## config.mk

```make
export PLATFORM = sky130hd
export DESIGN_NAME = store_unit
export DESIGN_NICKNAME = d
export VERILOG_FILES = /design/src/rtl/store_unit.sv
export SDC_FILE = /design/constraint.sdc
export NUM_CORES = 1
export LEC_CHECK = 0
export ABC_AREA = 1
export CORE_MARGIN = 3
export CORE_UTILIZATION = 45
export CTS_CLUSTER_SIZE = 14
export DETAILED_ROUTE_END_ITERATION = 8
export PLACE_DENSITY = 0.74
export SYNTH_ARGS = -nofsm -noshare
export SYNTH_HDL_FRONTEND = slang
export SYNTH_SLANG_ARGS = --single-unit
```

## constraint.sdc

```tcl
create_clock -name clk -period 2.6 [get_ports clk]
set_clock_uncertainty 0.05 [all_clocks]
set_input_delay 0.39 -clock clk [delete_from_list [all_inputs] [get_ports clk]]
set_output_delay 0.39 -clock clk [all_outputs]
set_load 0.02 [all_outputs]
```

## src/rtl/store_unit.sv

```systemverilog
`default_nettype none
// ============================================================================
// Module      : store_unit
// Description : MEM-stage store path. Aligns SB/SH/SW data to the word lanes,
//               generates byte strobes and issues one or two valid/ready write
//               beats to data memory, stalling MEM until the store completes.
// Revision    : 1.0 - initial release
// ============================================================================
module store_unit #(
  parameter logic MISALIGNED_SPLIT = 1'b1
) (
  input  logic        clk,
  input  logic        rst_n,
  input  logic        StoreReqM,
  input  logic [1:0]  StoreControlM,
  input  logic [31:0] AddrM,
  input  logic [31:0] WriteDataM,
  output logic        StallM,
  output logic        StoreDoneM,
  output logic        StoreErr,
  output logic        MemValid,
  input  logic        MemReady,
  output logic [31:0] MemAddr,
  output logic [31:0] MemWData,
  output logic [3:0]  MemWStrb
);

  typedef enum logic [1:0] {
    c_IDLE  = 2'd0,
    c_BEAT0 = 2'd1,
    c_BEAT1 = 2'd2
  } state_t;

  state_t      r_state;
  logic        r_need2;
  logic [3:0]  r_hiStrb;
  logic [31:0] r_hiData;

  logic [3:0]  w_mask;
  logic [31:0] w_data;
  logic [7:0]  w_s8;
  logic [63:0] w_d64;
  logic        w_need2;
  logic        w_illegal;
  logic        w_accept;
  logic        w_handshake;

  // Byte mask and zero-extended store data selected by the access size
  always_comb begin
    w_mask = 4'b0000;
    w_data = 32'd0;
    case (StoreControlM)
      2'b00: begin
        w_mask = 4'b0001;
        w_data = {24'd0, WriteDataM[7:0]};
      end
      2'b01: begin
        w_mask = 4'b0011;
        w_data = {16'd0, WriteDataM[15:0]};
      end
      2'b10: begin
        w_mask = 4'b1111;
        w_data = WriteDataM;
      end
      default: begin
        w_mask = 4'b0000;
        w_data = 32'd0;
      end
    endcase
  end

  // Strobes and data spread across two consecutive words; upper half is the
  // part that spills past the word boundary.
  assign w_s8        = {4'b0000, w_mask} << AddrM[1:0];
  assign w_d64       = {32'd0, w_data} << {AddrM[1:0], 3'b000};
  assign w_need2     = |w_s8[7:4];
  assign w_illegal   = (StoreControlM == 2'b11) | (w_need2 & ~MISALIGNED_SPLIT);
  assign w_accept    = (r_state == c_IDLE) & StoreReqM & ~w_illegal;
  assign w_handshake = MemValid & MemReady;

  assign StoreDoneM  = w_handshake &
                       (((r_state == c_BEAT0) & ~r_need2) | (r_state == c_BEAT1));
  // Drops in the final handshake cycle so the pipeline advances on that edge
  assign StallM      = w_accept | ((r_state != c_IDLE) & ~StoreDoneM);

  // Store FSM with registered bus outputs; beat fields hold while waiting on MemReady
  always_ff @(posedge clk) begin
    if (!rst_n) begin
      r_state  <= c_IDLE;
      r_need2  <= 1'b0;
      r_hiStrb <= 4'b0000;
      r_hiData <= 32'd0;
      MemValid <= 1'b0;
      MemAddr  <= 32'd0;
      MemWData <= 32'd0;
      MemWStrb <= 4'b0000;
      StoreErr <= 1'b0;
    end else begin
      StoreErr <= 1'b0;
      case (r_state)
        c_IDLE: begin
          if (StoreReqM && w_illegal) begin
            StoreErr <= 1'b1;
          end else if (w_accept) begin
            r_state  <= c_BEAT0;
            r_need2  <= w_need2;
            r_hiStrb <= w_s8[7:4];
            r_hiData <= w_d64[63:32];
            MemValid <= 1'b1;
            MemAddr  <= {AddrM[31:2], 2'b00};
            MemWStrb <= w_s8[3:0];
            MemWData <= w_d64[31:0];
          end
        end
        c_BEAT0: begin
          if (w_handshake) begin
            if (r_need2) begin
              r_state  <= c_BEAT1;
              MemAddr  <= MemAddr + 32'd4;
              MemWStrb <= r_hiStrb;
              MemWData <= r_hiData;
            end else begin
              r_state  <= c_IDLE;
              MemValid <= 1'b0;
            end
          end
        end
        c_BEAT1: begin
          if (w_handshake) begin
            r_state  <= c_IDLE;
            MemValid <= 1'b0;
          end
        end
        default: begin
          r_state  <= c_IDLE;
          MemValid <= 1'b0;
        end
      endcase
    end
  end

endmodule
`default_nettype wire

```

### Word-level counts from Yosys, hierarchy flattened

Cells that the tools add are included.

| word-level totals | value |
|---|---|
| memories kept | 0 |
| register bits after elaboration | 109 |
| bits in writable memories | 0 |
| bits of input ports | 70 |
| output and inout port bits | 72 |
| ROM bits | 0 |
| bits in latches | 0 |

| operators by class | value |
|---|---|
| order comparisons | 0 |
| shift operators | 2 |
| multipliers | 0 |
| muxes and demuxes | 30 |
| equality and inequality tests | 11 |
| reductions and logical operators | 11 |
| bitwise logic cells | 12 |
| $add $sub $neg | 1 |
| div/mod/pow operators | 0 |

Operators with widths:

| kind | count |
|---|---|
| two-way mux 32 bit | 8 |
| case mux 32 bit (2 select lines) | 2 |
| case mux 32 bit (3 select lines) | 1 |
| left shift 32 x 5 -> 64 bit | 1 |
| adder 32 x 3 -> 32 bit, second input constant | 1 |
| two-way mux 4 bit | 4 |
| != test 2 bit, second input constant | 6 |
| case mux 4 bit (3 select lines) | 1 |
| two-way mux 2 bit | 5 |
| AND reduction 5 bit | 2 |
| case mux 4 bit (2 select lines) | 1 |
| left shift 4 x 2 -> 8 bit | 1 |
| AND 1 bit | 6 |
| equality test 2 bit, second input constant | 3 |
| two-way mux 1 bit | 6 |
| case mux 2 bit (3 select lines) | 1 |
| equality test 2 x 1 -> 1 bit, second input constant | 2 |
| zero test 2 bit | 2 |
| NOT 1 bit | 4 |
| AND reduction 4 bit | 1 |
| nonzero test 2 bit | 2 |
| OR reduction 4 bit | 1 |
| case mux 1 bit (3 select lines) | 1 |
| AND reduction 3 bit | 1 |
| 3 further kinds | 4 |

### Logic depth before layout (Yosys ltp)

| logic depth | value |
|---|---|
| word-level depth | 7 |
| gate-level depth with buffers | 12 |

### Least setup slack after synthesis

OpenSTA, ideal clock, no wires.

| timing | value |
|---|---|
| kind | input -> output |
| from | in StoreControlM[0] |
| to | out StallM |
| arrival | 1.489 ns |
| stages | 6 |
| path slack | 0.671 ns |
| buffers on the path | 2 |
| cells stage by stage | ha_1 inv_1 nand3_4 buf_2 buf_2 a21oi_1 |

| on the way | value |
|---|---|
| longest elaborated chain between the ends | 4 |

Ends and longest elaborated chain:

| item | RTL line | text |
|---|---|---|
| from (decl) | 15 | `input logic [1:0] StoreControlM,` |
| equality test 2 bit | 77 | `assign w_illegal = (StoreControlM == 2'b11) \| (w_need2 & ~MISALIGNED_SPLIT);` |
| NOT 1 bit | 78 | `assign w_accept = (r_state == c_IDLE) & StoreReqM & ~w_illegal;` |
| AND 1 bit | 78 |  |
| bitwise OR 1 bit | 84 | `assign StallM = w_accept \| ((r_state != c_IDLE) & ~StoreDoneM);` |
| to (decl) | 18 | `output logic StallM,` |

Every way passes these cells.

### Worst setup path in the final report

| timing | value |
|---|---|
| from | reg r_state[1] |
| to | out StoreDoneM |

| on the way | value |
|---|---|
| longest elaborated chain between the ends | 4 |
| elaborated cells on any way between the ends | 5 |
| classes of those cells | eq/ne: 2; bitwise: 3 |

Ends and longest elaborated chain:

| item | RTL line | text |
|---|---|---|
| from (decl) | 34 | `state_t r_state;` |
| from (signal assigned) | 89 | `r_state <= c_IDLE;` |
| from (signal assigned) | 105 | `r_state <= c_BEAT0;` |
| from (signal assigned) | 118 | `r_state <= c_BEAT1;` |
| equality test 2 x 1 -> 1 bit | 82 | `(((r_state == c_BEAT0) & ~r_need2) \| (r_state == c_BEAT1));` |
| AND 1 bit | 82 |  |
| bitwise OR 1 bit (*) | 82 |  |
| AND 1 bit (*) | 81 | `assign StoreDoneM = w_handshake &` |
| to (decl) | 19 | `output logic StoreDoneM,` |

Mark *: on every way between the ends. The rest lies on a longest branch, timed or not.

==> results.md <==
* Status: completed
* CP max-delay cell: clkdlybuf4s50_1
* Period utilisation layout at 89.07%
* Net Sw Frac at 32.32%
* GRT Residual Overflow at 0
* Die Width at 117.2 um
* Mapped Area at 5560 um2
* Lkg Pwr at 2.832 nW
* Worst path cell trace: inv_2 -> nand2_2 -> inv_2 -> nand2_1 -> a21oi_1 -> clkdlybuf4s50_1
* Core area at 11,760 um2
* WP data arrival at 1.88 ns
* Root Driver: clkbuf_16
* Gp weighted congestion at 0.9535
* Critical Path Start: r_state[1]
* Internal at 0.003069 W
* Ys async rst share at 0%
* Mapped Cells at 863
* CTS Buffer Depth at 2
* Min Hold Slack at 0.4170 ns
* Area Growth Syn to Fin at 34.54%
* Worst path max stage delay at 0.64 ns
* Die area at 13,730 um2
* Initial antenna violation count at 0
* Iter 0 DRT Violations at 651
* Worst-margin pin slew at 0.4881 ns
* Synth warn at 0
* Fillers at 1,153
* Vias per cell at 5.315
* Routed wire length at 18,130 um
* Total CTS buffers at 9
* Setup TNS at 0 ns
* Initial Util at 47.28%
* Max-cap viol count at 0
* Reg2Reg Launch Point: r_state[1]
* Setup Crit Path Kind: reg2out
* Inserted Diodes at 0
* Delay-heaviest family, CP: buffers and inverters
* Worst skew pair latency at 0.35 ns
* Psw at 0.001465 W
* Detailed placer's ending HPWL at 13,190 um
* Via count of the routed design at 6,187
* Max Freq at 431.8 MHz
* Most frequent CP cell: inv_2
* Main synth FF type: dfxtp_1
* Worst setup margin at 0.2842 ns
* Final ANT Viol Nets at 0
* Syn avg cell area at 6.443 um2
* Crit start category: flip-flop
* Seq pwr share at 39.0%
* Pwr/cell area at 606.1 nW/um2
* RSZ-0062 raised after global routing: no
* FF-to-FF End: MemWData[2]
* Inst Count DP at 1,148
* Cell Count, Final, Fillers Out at 1,164
* FF-to-FF path depth at 9
* Crit path max fanout at 3
* Sequential cell area fraction in the yosys report at 35.28%
* # setup viols final at 0
* Number of remaining DRC errors at 0
* Post-synthesis register bit count at 98
* Reg clk slew, reported paths at 0.07 ns
* Slew margin rel. at 67.12%
* WL per Instance at 15.58 um
* Worst Path Required at 2.16 ns
* Clock network power share at 33.4%
* IO Port Bufs at 139
* Hold endpoint: r_hiData[21]
* Tmin final at 2.316 ns
* Layout cells sized above 1 at 6.000%
* Hold crit path type: reg2reg
* Vias in the first global route at 5,722
* Netlist cell types at 35
* Max VDD drop at 509.4 uV
* Hold Crit Depth at 2
* R2R setup slack at 0.59 ns
* CTS tree: done
* I/O Pins at 142
* Fin. Hold Viols at 0
* Pre-CTS setup slack at 0.04592 ns
* Number of buffer and inverter stages on the critical path at 3
* Fin nets at 1,072
* Die Ht at 117.2 um
* Post-layout util at 63.61%
* HP Start: r_hiData[21]
* Logic pwr share at 27.6%
* First-pass GRT wire length at 29,370 um
* Max H-tree Level at 3
* TritonRoute pass-1 iters at 6
* Hold-fix buffer count after cts at 0
* Gr usage total at 27.16%
* Largest net degree at the start of global routing at 84
* Crit. End Element: primary output
* Clock Sinks at 98
* Post-synth EDFFs at 0
* Std-Cell Rows at 39
* Final Slew Violations at 0
-- registers in the layout (all words and copies together), names as in the netlist --
name / flops
r_need2: 1
MemAddr: 30
MemWStrb: 4
r_hiStrb: 3
MemValid: 1
r_state: 2
StoreErr: 1
r_hiData: 24
MemWData: 32
-- power groups by stage --
stage | sequential [W] | combinational (W) | clock [W]
finish | 0.00177 | 0.00125 | 0.00151
global route | 0.00179 | 0.00137 | 0.00158
CTS | 0.00177 | 0.00125 | 0.00153
detailed placement | 0.00180 | 0.00124 | 0
global placement | 0.00180 | 0.00123 | 0
floorplan | 0.00193 | 0.000561 | 0
-- worst max path at each step --
| stage | cells past startpoint | to | slack (ns) |
|---|---|---|---|
| 2_1_floorplan | 6 | StallM | 0.67 |
| 6_report | 6 | StoreDoneM | 0.28 |
| 5_1_grt | 6 | StoreDoneM | 0.15 |
| 4_1_cts | 6 | StallM | 0.04 |
| 3_3_place_gp | 6 | StallM | 0.06 |
| 3_5_place_dp | 6 | StallM | 0.05 |
-- cells by family (layout without fill, tap and decap cells) --
| logic type | Yosys count | after routing | synth area share (%) |
|---|---|---|---|
| AOI/OAI and AO/OA | 225 | 225 | 22.43 |
| other | 1 | 2 | 0.06744 |
| DFF | 98 | 98 | 35.28 |
| buffers and inverters | 118 | 254 | 9.743 |
| and+or+nand+nor | 414 | 414 | 30.90 |
| adders and majority gates | 7 | 7 | 1.575 |
-- area by class of cell --
type | count | area [um2] | area share, %
clock buffers | 10 | 239.0 | 3.195
clock inverters | 6 | 93.84 | 1.254
inverters | 71 | 266.5 | 3.562
multi-input cells | 648 | 3060 | 40.91
flip-flops and latches | 98 | 1962 | 26.23
well taps | 164 | 205.2 | 2.743
repair buffers | 167 | 1654 | 22.11
-- routing by layer --
layer,GRT usage [%],up-vias,share of wire [%]
li1,-,3097,-
met1,36.97,2783,44
met2,42.95,270,46
met3,5.964,37,7.9
met4,8.716,0,2.6
met5,0,-,0
-- worst reg2reg max path, cell delays in order (launching register included) --
cell and delay [ns]:
dfxtp_1 0.42, inv_2 0.09, nand2_2 0.08, inv_2 0.06, buf_12 0.21, nor2_4 0.33, nand2_2 0.23, o21ai_0 0.30
nor2_1 0.08, nor2_1 0.11
-- repair_timing --
action                                 in CTS  in global routing
setup endpoints to repair                   0                  1
buffers inserted                            0                  0
endpoints found under the hold margin       0                  0
gates resized for setup                     0                  1
-- through the flow --
step | total power [W] | cell area [um2]
after global routing | 0.004743 | 7481
after detailed placement | 0.003043 | 7146
after floorplan | 0.002488 | 5564
final | 0.004534 | 7481
after global placement | 0.003031 | 7146
after CTS | 0.004548 | 7478
-- cell usage after synthesis (all sizes together), types with 9 or more instances --
| cell | instances | area [um2] |
|---|---|---|
| o21ai | 72 | 360.4 |
| clkbuf | 15 | 57.55 |
| nand3 | 52 | 272.8 |
| a31oi | 10 | 62.56 |
| o22ai | 21 | 131.4 |
| buf | 32 | 217.7 |
| dfxtp | 98 | 1962 |
| inv | 70 | 262.8 |
| nand2 | 235 | 892.1 |
| o211ai | 9 | 67.56 |
| nor2 | 119 | 503.0 |
| a21oi | 89 | 445.4 |
-- placed cells by master, fill, tap and decap left out, drive strengths merged, types with 2 or more instances in the layout --
cell type and count:
conb 2, nor3 2, nand4 2, ha 7
clkdlybuf4s50 138, nand2 235, inv 73, buf 28
dfxtp 98, a21oi 89, o22ai 21, nor2 119
bufinv 2, a22oi 8, o21a 8, clkbuf 10
nand3 52, o211ai 9, a21o 7, a31oi 10
o21ai 72
Power figures use the tool's default switching activity.
